<file path="config.mk">
export PLATFORM = sky130hd
export DESIGN_NAME = muldiv_sched
export DESIGN_NICKNAME = d
export VERILOG_FILES = /design/src/rtl/muldiv_sched.sv
export SDC_FILE = /design/constraint.sdc
export NUM_CORES = 1
export LEC_CHECK = 0
export ABC_CLOCK_PERIOD_IN_PS = 2900
export BUFFER_PORTS_ARGS = -buffer_cell sky130_fd_sc_hd__buf_4
export CAP_MARGIN = 10
export CELL_PAD_IN_SITES_DETAIL_PLACEMENT = 1
export CELL_PAD_IN_SITES_GLOBAL_PLACEMENT = 2
export CORE_AREA = 2 2 194 139
export DETAILED_ROUTE_END_ITERATION = 7
export DIE_AREA = 0 0 196 141
export PLACE_DENSITY = 0.86
export SLEW_MARGIN = 15
export SYNTH_ARGS = -nofsm -noshare
export SYNTH_HDL_FRONTEND = slang
export SYNTH_SLANG_ARGS = --single-unit
</file>
<file path="constraint.sdc">
create_clock -name clk -period 2.9 [get_ports clk]
set_clock_uncertainty 0.05 [all_clocks]
set_input_delay 0 -clock clk [delete_from_list [all_inputs] [get_ports clk]]
set_output_delay 0 -clock clk [all_outputs]
set_load 0.01 [all_outputs]
</file>
<file path="src/rtl/muldiv_sched.sv">
// muldiv_sched: EX-stage scheduler for the shared multiplier and iterative divider.
// Define MULDIV_FUSE_EN to add a 1-entry divide result cache that skips repeated divides.
module muldiv_sched #(
  parameter int unsigned XLEN        = 32,
  parameter int unsigned WDOG_CYCLES = 64
) (
  input  logic              clk,
  input  logic              rst_n,
  input  logic              flush,
  input  logic              req_valid,
  input  logic [2:0]        req_funct3,
  input  logic [XLEN-1:0]   req_a,
  input  logic [XLEN-1:0]   req_b,
  output logic              stall,
  output logic              resp_valid,
  output logic [XLEN-1:0]   resp_data,
  output logic              resp_err,
  output logic              mul_start,
  output logic [1:0]        mul_type,
  output logic              div_start,
  output logic              div_abort,
  output logic [1:0]        div_type,
  output logic [XLEN-1:0]   unit_a,
  output logic [XLEN-1:0]   unit_b,
  input  logic              mul_done,
  input  logic [2*XLEN-1:0] mul_p,
  input  logic              div_done,
  input  logic [XLEN-1:0]   div_q,
  input  logic [XLEN-1:0]   div_r
);

  typedef enum logic [1:0] {StIdle, StMulWait, StDivWait, StDone} state_e;
  typedef enum logic [1:0] {UuMul = 2'd0, SsMul = 2'd1, SuMul = 2'd2} mul_type_e;
  typedef enum logic [1:0] {SsDiv = 2'd0, UuDiv = 2'd1, SsRem = 2'd2, UuRem = 2'd3} div_type_e;

  localparam int unsigned CntW = (WDOG_CYCLES < 2) ? 1 : $clog2(WDOG_CYCLES + 1);
  localparam logic [CntW-1:0] WdogLast = CntW'((WDOG_CYCLES == 0) ? 0 : WDOG_CYCLES - 1);
  localparam logic [XLEN-1:0] MinInt = {1'b1, {(XLEN-1){1'b0}}};

  state_e          state_q;
  logic [2:0]      f3_q;
  logic [XLEN-1:0] res_q;
  logic            err_q;
  logic [CntW-1:0] cnt_q;

  logic            req_is_div;
  logic            req_signed;
  logic            req_is_rem;
  logic            b_zero;
  logic            ovf;
  logic            corner;
  logic [XLEN-1:0] corner_res;
  mul_type_e       mul_type_d;
  div_type_e       div_type_d;
  logic            wdog_hit;
  logic            fuse_hit;
  logic [XLEN-1:0] fuse_res;

  assign stall    = req_valid & ~resp_valid;
  assign wdog_hit = (WDOG_CYCLES != 0) && (cnt_q == WdogLast);

  // Request decode and RISC-V divide corner cases, resolved without the divider.
  always_comb begin
    req_is_div = req_funct3[2];
    req_signed = ~req_funct3[0];
    req_is_rem = req_funct3[1];
    b_zero     = (req_b == '0);
    ovf        = req_signed && (req_a == MinInt) && (req_b == {XLEN{1'b1}});
    corner     = req_is_div && (b_zero || ovf);
    if (b_zero) begin
      corner_res = req_is_rem ? req_a : {XLEN{1'b1}};
    end else begin
      corner_res = req_is_rem ? '0 : MinInt;
    end
    unique case (req_funct3[1:0])
      2'b00:   mul_type_d = UuMul;
      2'b01:   mul_type_d = SsMul;
      2'b10:   mul_type_d = SuMul;
      2'b11:   mul_type_d = UuMul;
      default: mul_type_d = UuMul;
    endcase
    unique case (req_funct3[1:0])
      2'b00:   div_type_d = SsDiv;
      2'b01:   div_type_d = UuDiv;
      2'b10:   div_type_d = SsRem;
      2'b11:   div_type_d = UuRem;
      default: div_type_d = SsDiv;
    endcase
  end

`ifdef MULDIV_FUSE_EN
  logic            c_valid;
  logic            c_signed;
  logic [XLEN-1:0] c_a;
  logic [XLEN-1:0] c_b;
  logic [XLEN-1:0] c_q;
  logic [XLEN-1:0] c_r;

  // Filled only by a divide that really ran; flush leaves the entry intact.
  always_ff @(posedge clk or negedge rst_n) begin
    if (!rst_n) begin
      c_valid  <= 1'b0;
      c_signed <= 1'b0;
      c_a      <= '0;
      c_b      <= '0;
      c_q      <= '0;
      c_r      <= '0;
    end else if (state_q == StDivWait && div_done && !flush) begin
      c_valid  <= 1'b1;
      c_signed <= ~f3_q[0];
      c_a      <= unit_a;
      c_b      <= unit_b;
      c_q      <= div_q;
      c_r      <= div_r;
    end
  end

  always_comb begin
    fuse_hit = c_valid && (c_a == req_a) && (c_b == req_b) && (c_signed == req_signed);
    fuse_res = req_is_rem ? c_r : c_q;
  end
`else
  assign fuse_hit = 1'b0;
  assign fuse_res = '0;
`endif

  always_ff @(posedge clk or negedge rst_n) begin
    if (!rst_n) begin
      state_q    <= StIdle;
      f3_q       <= '0;
      res_q      <= '0;
      err_q      <= 1'b0;
      cnt_q      <= '0;
      resp_valid <= 1'b0;
      resp_data  <= '0;
      resp_err   <= 1'b0;
      mul_start  <= 1'b0;
      mul_type   <= '0;
      div_start  <= 1'b0;
      div_abort  <= 1'b0;
      div_type   <= '0;
      unit_a     <= '0;
      unit_b     <= '0;
    end else begin
      mul_start  <= 1'b0;
      div_start  <= 1'b0;
      div_abort  <= 1'b0;
      resp_valid <= 1'b0;
      resp_err   <= 1'b0;
      resp_data  <= '0;
      unique case (state_q)
        StIdle: begin
          if (req_valid && !flush) begin
            f3_q   <= req_funct3;
            unit_a <= req_a;
            unit_b <= req_b;
            cnt_q  <= '0;
            err_q  <= 1'b0;
            if (!req_is_div) begin
              mul_type  <= mul_type_d;
              mul_start <= 1'b1;
              state_q   <= StMulWait;
            end else begin
              div_type <= div_type_d;
              if (corner) begin
                res_q   <= corner_res;
                state_q <= StDone;
              end else if (fuse_hit) begin
                res_q   <= fuse_res;
                state_q <= StDone;
              end else begin
                div_start <= 1'b1;
                state_q   <= StDivWait;
              end
            end
          end
        end
        StMulWait: begin
          if (flush) begin
            state_q <= StIdle;
          end else if (mul_done) begin
            res_q   <= (f3_q[1:0] == 2'b00) ? mul_p[XLEN-1:0] : mul_p[2*XLEN-1:XLEN];
            state_q <= StDone;
          end else if (wdog_hit) begin
            res_q   <= '0;
            err_q   <= 1'b1;
            state_q <= StDone;
          end else begin
            cnt_q <= cnt_q + CntW'(1);
          end
        end
        StDivWait: begin
          if (flush) begin
            div_abort <= 1'b1;
            state_q   <= StIdle;
          end else if (div_done) begin
            res_q   <= f3_q[1] ? div_r : div_q;
            state_q <= StDone;
          end else if (wdog_hit) begin
            res_q   <= '0;
            err_q   <= 1'b1;
            state_q <= StDone;
          end else begin
            cnt_q <= cnt_q + CntW'(1);
          end
        end
        StDone: begin
          state_q <= StIdle;
          // A timed-out divider is killed even when the response itself is flushed.
          div_abort <= err_q & f3_q[2];
          if (!flush) begin
            resp_valid <= 1'b1;
            resp_err   <= err_q;
            resp_data  <= res_q;
          end
        end
        default: state_q <= StIdle;
      endcase
    end
  end

endmodule
</file>
=== Yosys cells after proc, flatten, opt, wreduce, memory -nomap -nowiden ===
Cells that the tools add are included.

* Register bits: 150
* Bits in latches: 0
* Memory bits (writable): 0
* Memory bits (read-only): 0
* Bits of input ports: 201
* Output and inout port bits: 106
* Logic and storage cells: 108
* Memories: 0

* Add/sub/neg operators: 1
* Multiply operators: 0
* Divide/modulo/power cells: 0
* $lt $le $gt $ge: 0
* Equality and inequality tests: 16
* Shift operators: 0
* Mux-type cells: 54
* Bitwise operators: 5
* Reduce and logical (&&, ||, !) cells: 17

{| class="wikitable"
|+ Operator list
! kind !! count
|-
| two-way mux 32 bit || 15
|-
| one-hot mux 32 bit (3 select lines) || 1
|-
| == test 32 bit (second input constant) || 2
|-
| two-way mux 7 bit || 6
|-
| logical NOT 32 bit || 1
|-
| one-hot mux 7 bit (3 select lines) || 1
|-
| two-way mux 1 bit || 19
|-
| one-hot mux 2 bit (4 select lines) || 2
|-
| two-way mux 2 bit || 7
|-
| != test 2 bit (second input constant) || 7
|-
| AND reduction 6 bit || 2
|-
| == test 2 bit (second input constant) || 4
|-
| adder 7 x 1 -> 7 bit (second input constant) || 1
|-
| == test 7 x 6 -> 1 bit (second input constant) || 1
|-
| logical NOT 2 bit || 3
|-
| one-hot mux 2 bit (3 select lines) || 1
|-
| AND reduction 3 bit || 2
|-
| == test 2 x 1 -> 1 bit (second input constant) || 2
|-
| logical AND 1 bit || 4
|-
| inverter 1 bit || 3
|-
| one-hot mux 1 bit (3 select lines) || 1
|-
| nonzero test 3 bit || 1
|-
| AND 1 bit || 2
|-
| one-hot mux 1 bit (2 select lines) || 1
|-
| 4 further kinds || 4
|}

=== Depth between registers and ports, before layout ===
* Word-level depth: 9
* Gate-level depth with buffers: 9

=== Least setup slack after synthesis ===
OpenSTA, ideal clock, no wires.

* Path type: register to register
* Start point: register state_q[0]
* End point: register res_q[19]
* Setup time: 0.125 ns
* Arrival: 1.904 ns
* Setup slack: 0.821 ns
* Stages on the path, launching flop included: 10
* Buffers on the path: 1
* Clock period less this slack: 2.079 ns
* Path through: dfrtp_1 -> inv_1 -> ha_1 -> nor3_1 -> a21oi_1 -> nor2_1 -> nand2_1 -> o21ai_2 -> buf_6 -> mux2_2

* Longest elaborated chain between the ends: 3

{| class="wikitable"
|+ Ends and longest elaborated chain
! item !! RTL line !! source
|-
| from (decl) || 40 || <nowiki>state_e state_q;</nowiki>
|-
| from (signal assigned) || 129 || <nowiki>state_q <= StIdle;</nowiki>
|-
| from (signal assigned) || 162 || <nowiki>state_q <= StMulWait;</nowiki>
|-
| from (signal assigned) || 167 || <nowiki>state_q <= StDone;</nowiki>
|-
| == test 2 x 1 -> 1 bit, or another cell as far along || 151 || <nowiki>unique case (state_q)</nowiki>
|-
| != test 2 bit (no source line) / nonzero test 3 bit (equally long branches) || -- ||
|-
| AND reduction 6 bit (no source line) || -- ||
|-
| to (signal assigned) || 166 || <nowiki>res_q <= corner_res;</nowiki>
|-
| to (signal assigned) || 169 || <nowiki>res_q <= fuse_res;</nowiki>
|-
| to (signal assigned) || 182 || <nowiki>res_q <= (f3_q[1:0] == 2'b00) ? mul_p[XLEN-1:0] : mul_p[2*XLEN-1:XLEN];</nowiki>
|-
| to (decl) || 42 || <nowiki>logic [XLEN-1:0] res_q;</nowiki>
|}

Parallel ways exist; a longest one is shown, timed or not.
A chain may end at the register's enable or synchronous reset.

=== Worst setup path after layout ===
* Start point: input req_a[14]
* End point: register res_q[17]

* Longest elaborated chain between the ends: 7

{| class="wikitable"
|+ Ends and longest elaborated chain
! item !! RTL line !! source
|-
| from (decl) || 12 || <nowiki>input logic [XLEN-1:0] req_a,</nowiki>
|-
| == test 32 bit || 68 || <nowiki>ovf = req_signed && (req_a == MinInt) && (req_b == {XLEN{1'b1}});</nowiki>
|-
| logical AND 1 bit (2 in a row) || 68 ||
|-
| logical OR 1 bit || 69 || <nowiki>corner = req_is_div && (b_zero || ovf);</nowiki>
|-
| logical AND 1 bit || 69 ||
|-
| != test 2 bit (no source line) || -- ||
|-
| AND reduction 6 bit (no source line) || -- ||
|}

Every way passes these cells.

==> results.toml <==
[run_status]
status = "finished, final reports clean"

[sta]
fin_crit_sh = 0.877
hold_viol_final = 0
tightest_slew_ns = 1.03
max_freq_ghz = 0.393
setup_violations = 0
relSlewSlack = 0.313
period_needed_ns = 2.54
slew_violations = 0
rsz0062_at_grt = "no"
worst_slack_ns = 0.357

[logic_synthesis]
synthesis.nets = 852
syn_inst = 646
ys.flop_type = "dfrtp_1"
synth_seq_cells = 150
synth_edf_count = 0
synth_cell_type_count = 39
syn_avg_cell_area_sq_um = 11.4
ys.warnings.count = 0
ys_seq_area_frac = 0.510
synth_area_leaders = "dfrtp_1 (51%), mux2_2 (14%), mux2i_1 (9.0%)"
syn_area_sq_um = 7360
synth.top_cell.area_share = 0.510
ys_async_sr_fraction = 1.00
yosysTopAreaCell = "dfrtp_1"

[die]
die_h_microns = 141
io_pins = 307
die_area_sq_um = 27600
placementRows = 50
core-area_sq_um = 26000
die_w_microns = 196
start_util = 0.283

[global_routing]
overflow = 0
grt_busiest_layer = "met2"
grt_pass1_vias = 7714
grt_use_met3 = 0.0675
grt.total_usage = 0.218
antenna_found_initial = 2
met2_usage = 0.368
grt_pass1_wl_mm = 45.6
grt_max_degree = 88
met1_usage = 0.277

[power_and_ir_drop]
power_density_nw_per_um2 = 975
power_mw = 11.2
p_leak_nw = 5.44
irDropWorstVdd_uv = 495

[final_layout]
final_cell_mix = "buf_4 (320), dfrtp_1 (149), mux2_2 (93)"
layout.cells.non_filler = 1371
final_common_cell = "buf_4"
utilization = 0.442
final_layout_size_suffix_gt1_frac = 0.446
fin_area_sq_um = 11500
area_delta_synth_final_pct = 56.3
nets = 1225

[place]
dpl_worst_slack_ns = -0.0636
dp_hpwl_mm = 20.4
port-buffer-count = 306
routabilityCongestion = 0.768
placedCellCount = 1266
dpl_cell_area_sq_um = 10100

[route]
num_vias = 6922
dr.pass1.iters = 4
final_antenna_net_count = 0
vias_per_cell = 5.05
drtIter0Drc = 252
drt-total-wl_mm = 29.8
routedWlPerCell_microns = 21.7
drcViolationCount = 0

[cts]
cts_sinks = 150
cts_resized = 0
cts_tree = "built"
clock_latency_ns = 0.43
cts_buffers = 17
clk_path_buf_depth = 2
clockRootBuffer = "clkbuf_16"
ctsHtreeMaxLevel = 4
path_clk_slew_ns = 0.06

[hold_path]
min_path_type = "input pin to register"

[worst_setup_path]
cp.arrival_ns = 2.80
crit_fanout = 17
startpoint_type = "input pin"
crit_path_end_kind = "register"
worstSetupPathType = "input pin to register"
cp.required_ns = 3.15

[job]
cap_violations = 0
[critical path, stage by stage]
cell and delay, ns:
dlygate4sd3_1 0.55, buf_4 0.15, nor4b_1 0.41, nand2_1 0.15, nor4_1 0.35, nand4_1 0.29, o21ai_4 0.22, buf_4 0.29
mux2_2 0.37
[report_power, final]
group / internal [mW] / total [mW] / switching [mW]
logic: 2.64 / 5.60 / 2.96
registers: 2.80 / 3.24 / 0.439
clock network: 1.41 / 2.37 / 0.953
total: 6.86 / 11.2 / 4.35
[cells in the mapped netlist (2+ instances only)]
| master | number |
|---|---|
| inv_1 | 7 |
| and2_1 | 33 |
| nor3_1 | 36 |
| o22ai_1 | 2 |
| mux2_2 | 93 |
| buf_2 | 4 |
| a21boi_0 | 2 |
| o21ai_0 | 13 |
| nor4_1 | 15 |
| ha_1 | 5 |
| nand3_1 | 6 |
| o41ai_1 | 2 |
| nand2b_1 | 3 |
| nor2b_1 | 2 |
| buf_6 | 3 |
| mux2_1 | 3 |
| o31ai_1 | 2 |
| buf_1 | 3 |
| mux2i_1 | 66 |
| nor4b_1 | 3 |
| nand4_1 | 10 |
| o221ai_1 | 32 |
| nor2_1 | 43 |
| clkbuf_1 | 33 |
| dfrtp_1 | 150 |
| a21oi_1 | 43 |
| nand2_1 | 20 |
[final cells by class]
class / count / area [sq um]
antenna: 1 / 2.50
clock buffer: 20 / 457
clock inverter: 12 / 168
fill: 2847 / 14500
inverter: 7 / 26.3
multi-input combinational: 446 / 3450
sequential: 150 / 3750
tap: 338 / 423
timing repair buffer: 397 / 3210
[metal layers]
layer,vias up,share of wire
met1,3509,0.44
met4,0,0.0090
met5,-,0
li1,3124,-
met3,23,0.078
met2,266,0.48
[through the flow]
step	hold slack, ns	TNS (ns)
after floorplan	-0.346	0
after global placement	0.0978	-4.00
after detailed placement	0.0969	-1.63
after CTS	0.0304	0
after global routing	0.0585	0
final	0.0505	0
[logic make-up after synthesis]
logic type               count (synthesis)  share of synthesized area
adder cells (fa/ha/maj)                  5                    0.00850
buffers and inverters                   50                     0.0293
AND/OR/NAND/NOR                        176                      0.123
multiplexers                           162                      0.237
AO/OA/AOI/OAI                          103                     0.0923
flip-flops                             150                      0.510
[path summary, 6_finish.rpt]
check / from / endpoint / slack (ns) / depth (start not counted)
setup reg to reg: state_q[0]$_DFFE_PN0N_ / res_q[17]$_DFFE_PN0P_ / 0.44 / 9
hold / removal: req_a[0] / res_q[0]$_DFFE_PN0P_ / 0.05 / 4
min in group asynchronous: rst_n / unit_b[19]$_DFFE_PN0P_ / 0.16 / 2
setup / recovery: req_a[14] / res_q[17]$_DFFE_PN0P_ / 0.36 / 9
hold reg to reg: f3_q[2]$_DFFE_PN0P_ / f3_q[2]$_DFFE_PN0P_ / 0.45 / 2
max in group asynchronous: rst_n / res_q[17]$_DFFE_PN0P_ / 1.80 / 3
[state kept, by name, summed over array words and instances, names as in the netlist]
signal	count
res_q	32
resp_data	32
div_abort	1
cnt_q	7
mul_start	1
state_q	2
resp_valid	1
unit_a	32
err_q	1
resp_err	1
div_type	2
f3_q	3
unit_b	32
mul_type	2
div_start	1
[what timing repair did]
action                                 CTS  global route
setup buffers                            0             0
endpoints found under the hold margin  172             0
hold buffers                            72             0
setup endpoints to repair                0             0
Note: power is estimated with default switching activity, not from simulation.
